[src/rtl/arith_divider.sv]
// Sequential unsigned restoring divider: one quotient bit per clock.
// A divide by zero skips the iterations and returns all-ones / dividend.
module arith_divider #(
   parameter int WIDTH = 8
) (
   input  logic             clk,
   input  logic             reset,
   input  logic             start,
   input  logic [WIDTH-1:0] dividend,
   input  logic [WIDTH-1:0] divisor,
   output logic [WIDTH-1:0] quotient,
   output logic [WIDTH-1:0] remainder,
   output logic             busy,
   output logic             done,
   output logic             div_by_zero
);

   localparam int CW = $clog2(WIDTH + 1);

   typedef enum logic [1:0] {
      S_IDLE,
      S_DIVIDE,
      S_DONE
   } state_t;

   state_t           state_q, state_d;
   logic [CW-1:0]    count_q, count_d;
   // After each restore step the partial remainder is below the divisor, so
   // WIDTH bits hold it; only the shifted value needs the extra bit.
   logic [WIDTH-1:0] part_q, part_d;
   // Dividend bits leave at the MSB while quotient bits enter at the LSB.
   logic [WIDTH-1:0] dq_q, dq_d;
   logic [WIDTH-1:0] divisor_q, divisor_d;
   logic [WIDTH-1:0] quotient_q, quotient_d;
   logic [WIDTH-1:0] remainder_q, remainder_d;
   logic             busy_q, busy_d;
   logic             done_q, done_d;
   logic             dbz_q, dbz_d;

   logic [WIDTH:0]   shifted;
   logic [WIDTH:0]   diff;
   logic             q_bit;
   logic [WIDTH-1:0] part_next;
   logic             last_iter;

   // Next-state and datapath: one shift / trial-subtract / restore step per cycle.
   always_comb begin
      // NOTE: every signal gets a default before the case so no path leaves it
      // unassigned; otherwise synthesis infers a latch.
      state_d     = state_q;
      count_d     = count_q;
      part_d      = part_q;
      dq_d        = dq_q;
      divisor_d   = divisor_q;
      quotient_d  = quotient_q;
      remainder_d = remainder_q;
      busy_d      = busy_q;
      done_d      = 1'b0;
      dbz_d       = dbz_q;

      shifted   = {part_q, dq_q[WIDTH-1]};
      diff      = shifted - {1'b0, divisor_q};
      q_bit     = ~diff[WIDTH];
      part_next = q_bit ? diff[WIDTH-1:0] : shifted[WIDTH-1:0];
      last_iter = (count_q == CW'(WIDTH - 1));

      case (state_q)
         S_IDLE: begin
            if (start) begin
               if (divisor != '0) begin
                  divisor_d = divisor;
                  dq_d      = dividend;
                  part_d    = '0;
                  count_d   = '0;
                  dbz_d     = 1'b0;
                  busy_d    = 1'b1;
                  state_d   = S_DIVIDE;
               end else begin
                  quotient_d  = '1;
                  remainder_d = dividend;
                  dbz_d       = 1'b1;
                  done_d      = 1'b1;
                  state_d     = S_DONE;
               end
            end
         end
         S_DIVIDE: begin
            part_d  = part_next;
            dq_d    = {dq_q[WIDTH-2:0], q_bit};
            count_d = count_q + CW'(1);
            if (last_iter) begin
               quotient_d  = {dq_q[WIDTH-2:0], q_bit};
               remainder_d = part_next;
               busy_d      = 1'b0;
               done_d      = 1'b1;
               state_d     = S_DONE;
            end
         end
         S_DONE: begin
            state_d = S_IDLE;
         end
         default: begin
            state_d = S_IDLE;
         end
      endcase
   end

   // State and output registers; reset wins over any pending start.
   always_ff @(posedge clk) begin
      // NOTE: non-blocking assignments make every register sample the values
      // from before this edge, independent of statement order.
      if (reset) begin
         state_q     <= S_IDLE;
         count_q     <= '0;
         part_q      <= '0;
         dq_q        <= '0;
         divisor_q   <= '0;
         quotient_q  <= '0;
         remainder_q <= '0;
         busy_q      <= 1'b0;
         done_q      <= 1'b0;
         dbz_q       <= 1'b0;
      end else begin
         state_q     <= state_d;
         count_q     <= count_d;
         part_q      <= part_d;
         dq_q        <= dq_d;
         divisor_q   <= divisor_d;
         quotient_q  <= quotient_d;
         remainder_q <= remainder_d;
         busy_q      <= busy_d;
         done_q      <= done_d;
         dbz_q       <= dbz_d;
      end
   end

   assign quotient    = quotient_q;
   assign remainder   = remainder_q;
   assign busy        = busy_q;
   assign done        = done_q;
   assign div_by_zero = dbz_q;

endmodule

[config.mk]
export PLATFORM = sky130hd
export DESIGN_NAME = arith_divider
export DESIGN_NICKNAME = d
export VERILOG_FILES = /design/src/rtl/arith_divider.sv
export SDC_FILE = /design/constraint.sdc
export NUM_CORES = 1
export LEC_CHECK = 0
export ABC_AREA = 1
export BUFFER_PORTS_ARGS = -buffer_cell sky130_fd_sc_hd__buf_2
export CORE_ASPECT_RATIO = 1.5
export CORE_MARGIN = 2
export CORE_UTILIZATION = 50
export DETAILED_ROUTE_END_ITERATION = 6
export GPL_TIMING_DRIVEN = 0
export PLACE_DENSITY_LB_ADDON = 0.25
export SYNTH_ARGS = -nofsm -noshare
export SYNTH_HDL_FRONTEND = slang
export SYNTH_SLANG_ARGS = --single-unit
[constraint.sdc]
create_clock -name clk -period 2.1 [get_ports clk]
set_clock_uncertainty 0.2 [all_clocks]
set_input_delay 0 -clock clk [delete_from_list [all_inputs] [get_ports clk]]
set_output_delay 0 -clock clk [all_outputs]
set_load 0.01 [all_outputs]
## Word level (Yosys, flattened, before mapping)

Index checks and enable logic that the tools add are counted.

- Add/sub/neg operators: 2
- Equal/unequal tests: 6
- Muxes and demuxes: 30
- Bitwise gates (word level): 1
- Reductions and logical operators: 9

Operators by type and width:

| kind | count |
|---|---|
| 8-bit 2-to-1 mux | 11 |
| 8-bit one-hot mux with 2 select lines | 4 |
| 9-bit by 8-bit subtractor with 9-bit output | 1 |
| 4-bit 2-to-1 mux | 2 |
| 2-bit != test (second input constant) | 4 |
| 4-bit one-hot mux with 2 select lines | 1 |
| 4-bit AND reduction | 2 |
| 8-bit nonzero test | 1 |
| 1-bit 2-to-1 mux | 6 |
| 2-bit 2-to-1 mux | 3 |
| 3-bit AND reduction | 2 |
| 4-bit by 1-bit adder with 4-bit output (second input constant) | 1 |
| 4-bit by 3-bit equality test with 1-bit output (second input constant) | 1 |
| 1-bit one-hot mux with 2 select lines | 2 |
| 2-bit one-hot mux with 2 select lines | 1 |
| 2-bit AND reduction | 2 |
| 2-bit by 1-bit equality test with 1-bit output (second input constant) | 1 |
| 2-bit logical NOT | 1 |
| 2-bit nonzero test | 1 |
| 1-bit NOT | 1 |

- Register bits after elaboration: 49
- Input bits: 19
- Output and inout port bits: 19
- Word-level logic and storage cells: 58

## Logic depth before layout (Yosys ltp)

- Depth in word-level cells: 4
- Gate-level depth with buffers: 14
- Mapped depth without buffers: 14

## Least setup slack after synthesis

No wires, ideal clock.

- Path kind: register to register
- From: register dq_q[7]
- To: register remainder_q[7] (netlist: remainder[7])
- Library setup time: 109 ps
- Arrival: 1696 ps
- Required time: 1791 ps
- Setup slack: 95 ps
- Cell stages (with the launch flop): 15
- Buffers on the path: 0
- Period minus slack after synthesis: 2005 ps
- Cell sequence: dfxtp_1 inv_1 ha_1 inv_1 fa_1 nand2_1 nand2_1 nand3_1 nand2_1 nand2_1 nand2_1 nand3_1 nand3_1 nand2_1 inv_1

- Longest elaborated chain between the ends: 4

RTL lines:

| element | RTL line | RTL |
|---|---|---|
| start, declared | 32 | `logic [WIDTH-1:0] dq_q, dq_d;` |
| start signal, assigned | 127 | `dq_q <= dq_d;` |
| 9-bit by 8-bit subtractor with 9-bit output | 62 | `diff = shifted - {1'b0, divisor_q};` |
| 8-bit 2-to-1 mux | 64 | `part_next = q_bit ? diff[WIDTH-1:0] : shifted[WIDTH-1:0];` |
| 8-bit 2-to-1 mux | 91 | `if (last_iter) begin` |
| 8-bit one-hot mux with 2 select lines | 67 | `case (state_q)` |
| end signal, assigned | 130 | `remainder_q <= remainder_d;` |
| end, declared | 35 | `logic [WIDTH-1:0] remainder_q, remainder_d;` |

No other way between the ends. The select of a mux whose other input is x is not followed.
A chain may end at the register's enable or synchronous reset.

## Final worst setup path

- From: register dq_q[7]
- To: register remainder_q[5] (netlist: remainder[5])

Same word-level chain as after synthesis.

==> results.cfg <==
[run_status]
outcome = completed

[grt]
sum_of_overflow_across_all_layers_after_global_routing = 0
initial_antenna_violation_count = 0
grt.total_usage = 0.242
grt_pass1_vias = 2647
grt_first_pass_wirelength_um = 11300
grt_max_degree = 15

[final_layout]
mostFrequentLayoutCell = nand2_1
finish.net_count = 494
final_cell_mix = 71 x nand2_1, 70 x inv_1, 47 x dfxtp_1
layout-area-overhead-vs-synth_pct = 32.0
filler_cell_count = 446
finalCoreUtilization = 0.672
finalInstanceArea_um2 = 3420
post_route_cells_drive_above_1_share = 0.212
num_antenna_cells = 0

[route]
postRouteWirelength_um = 6700
detail_route.drc_violations = 0
drtAntennaViolNets = 0
wl_per_cell_um = 12.5
first_iter_violations = 111
drtPass1Iterations = 6
detailroute.via_count = 2659
via_per_inst = 4.98

[timing]
fin_crit_ns = 2.06
whs_ns = 0.261
report.final.slew_viol_count = 0
setup_viol = 0
timing.final.hold_violations = 0
final_cycle_share = 0.983
timing.fmax_ghz = 0.484
rsz0062_at_grt = yes
timing.slew.headroom = 0.597
timing.setup.tns_ns = 0
worst-slew-pin-transition_ns = 0.605

[yosys]
post_synth_xor_area_fraction = 0.0102
yosysWarningCount = 0
synth.net_count = 424
synth_simple_gate_area_frac = 0.286
netlist_cell_types = 26
post_synth_mux_area_share = 0
synth_top_family_by_area = simple AND/OR/NAND/NOR gates
mean_post_synth_cell_area_um2 = 6.55
ys_ff_latch = 49
adder_and_majority_cell_fraction_of_the_synthesized_area = 0.0513
synth_compound_gate_area_share = 0.130
count_of_mapped_cells_out_of_synthesis = 395
synth_seq_area_share = 0.379
mappedNetlistArea_um2 = 2590

[place]
port-buffer-count = 36
detailedPlacementHpwl_um = 4760
placed_cell_area_um2 = 2850
routabilityCongestion = 0.885

[worst_setup_path]
critical_path_buf_inv_count = 4
worst_setup_path_start_kind = flop
cp_data_required_time_ns = 2.11
crit_path_frequent_cell = nand2_4
critical_path.max_stage_delay_ns = 0.33
critPathTopFamily = simple AND/OR/NAND/NOR gates
reg2reg_setup_slack_ns = 0.04
worstReg2RegEnd = remainder[5]
reg2reg_start = dq_q[7]
critPathCaptureType = flop
worstPathMaxFanout = 6
worst-setup-path-type = flop to flop
reg2regPathDepth = 15
worstPathCellList = inv_2, ha_4, inv_4, fa_2, nand2_2, nand2_4, nand3_4, nand2_4, nand2_4, nand2_4, buf_4, nand3_2, nand3_2, nand2_1, inv_1
critical_path_depth = 15
cp_slowest_cell = dfxtp_2
cp.arrival_ns = 2.07

[worst_hold_path]
hold_path.startpoint = busy
min_to = busy
timing.hold.worst.class = flop to flop
worst_hold_path.num_cells = 2

[run]
cap_viol_max_count = 0

[power_and_ir_drop]
p_total_mw = 2.46
peakVddDrop_uv = 501
power_frac_clock = 0.226
power.static_leakage_nw = 1.74
pwr_density_cell_nw_per_um2 = 719
switchingPower_uw = 867
internal_power_mw = 1.59
netSwitchingFraction = 0.353
pwr-share-seq = 0.427
power.share.combinational = 0.348

[cts]
cts-root-buf = clkbuf_8
cts.reportedPaths.clkPinSlew_ns = 0.09
cts_tree = yes
ctsLongestPathBuffers = 2
clock-sinks = 49
ctsHtreeMaxLevel = 2
clock_insertion_delay_worst_skew_ns = 0.30
numCtsBuffers = 5

[floorplan]
die_width_um = 62.7
floorplan.core_area_um2 = 5080
dieArea_um2 = 5780
rows = 32
start_util = 0.509
pin_count = 38
dieHeight_um = 92.1
## state kept, by name (all words and copies together) (netlist names)
register     count
busy             1
count_q          4
div_by_zero      1
divisor_q        8
done             1
dq_q             8
part_q           8
quotient         8
remainder        8
state_q          2
## worst max path at each step
stage	from	end	slack (ns)
global placement	dq_q[7]	remainder[5]	-0.16
global route	dq_q[7]	part_q[5]	-0.07
CTS	dq_q[7]	dq_q[0]	0.005
finish	dq_q[7]	remainder[5]	0.04
floorplan	dq_q[7]	remainder[7]	0.09
detailed placement	dq_q[7]	remainder[5]	-0.21
## worst min-delay path, stage by stage (launching register included)
cell     delay, ns
dfxtp_1       0.31
nand2_1       0.06
a21oi_1       0.05
## final cells by class
class | count | area, um^2 | share of cell area
repair buffers | 63 | 434 | 0.127
flip-flops and latches | 49 | 983 | 0.288
multi-input cells | 256 | 1460 | 0.426
clock inverters | 1 | 7.51 | 0.00220
well taps | 68 | 85.1 | 0.0249
inverters | 74 | 280 | 0.0821
clock buffers | 7 | 76.3 | 0.0223
plain buffers | 16 | 93.8 | 0.0275
## cells by family (layout without fill, tap and decap cells)
kind of cell	Yosys count	in the layout
compound gates	66	66
xor+xnor	3	3
fa+ha+maj	10	10
buf+inv	90	161
flops	49	49
simple gates	177	177
## per-stage QoR
| step | setup slack (ns) | cells |
|---|---|---|
| 2_1_floorplan | 0.0946 | 395 |
| 3_3_place_gp | -0.159 | 499 |
| 3_5_place_dp | -0.211 | 499 |
| 4_1_cts | 0.00494 | 530 |
| 5_1_grt | -0.0700 | 534 |
| 6_report | 0.0355 | 534 |
## power by group through the flow
stage	clock network (mW)	registers (mW)	logic, mW
after CTS	0.563	1.04	0.779
after floorplan	0	1.07	0.443
after detailed placement	0	1.06	0.610
after global routing	0.596	1.06	0.957
after global placement	0	1.06	0.601
final	0.554	1.05	0.854
## cell usage after synthesis
master / n / area [um^2]
o21ai_1: 3 / 15.0
clkbuf_2: 1 / 5.00
xnor2_1: 1 / 8.76
fa_1: 1 / 20.0
nand2_2: 1 / 6.26
nand3_1: 43 / 215
buf_2: 2 / 10.0
nor2_1: 47 / 176
dfxtp_1: 49 / 981
a21oi_1: 31 / 155
buf_6: 2 / 22.5
or2_2: 1 / 6.26
o21ai_2: 1 / 8.76
clkbuf_1: 5 / 18.8
inv_2: 1 / 3.75
nand2_1: 78 / 293
ha_1: 9 / 113
buf_1: 2 / 7.51
a22oi_1: 1 / 7.51
o21ai_0: 30 / 150
buf_4: 4 / 30.0
inv_1: 73 / 274
nor2_2: 2 / 12.5
nor3_1: 1 / 5.00
xor2_1: 2 / 17.5
nand4_1: 4 / 25.0
## repair_timing
action,in CTS,in global routing
setup endpoints to repair,18,18
resized for setup,33,15
hold buffers,19,0
gates cloned,0,0
endpoints found under the hold margin,27,0
buffers inserted,4,4
pin swaps,6,16
## metal layers
layer | part of all wire | global-route usage | up-vias
met4 | 0.018 | 0.115 | 0
met3 | 0.039 | 0.0270 | 10
met2 | 0.54 | 0.453 | 64
met5 | 0 | 0 | -
met1 | 0.40 | 0.267 | 1207
li1 | - | - | 1378
(Power assumes the default switching activity.)
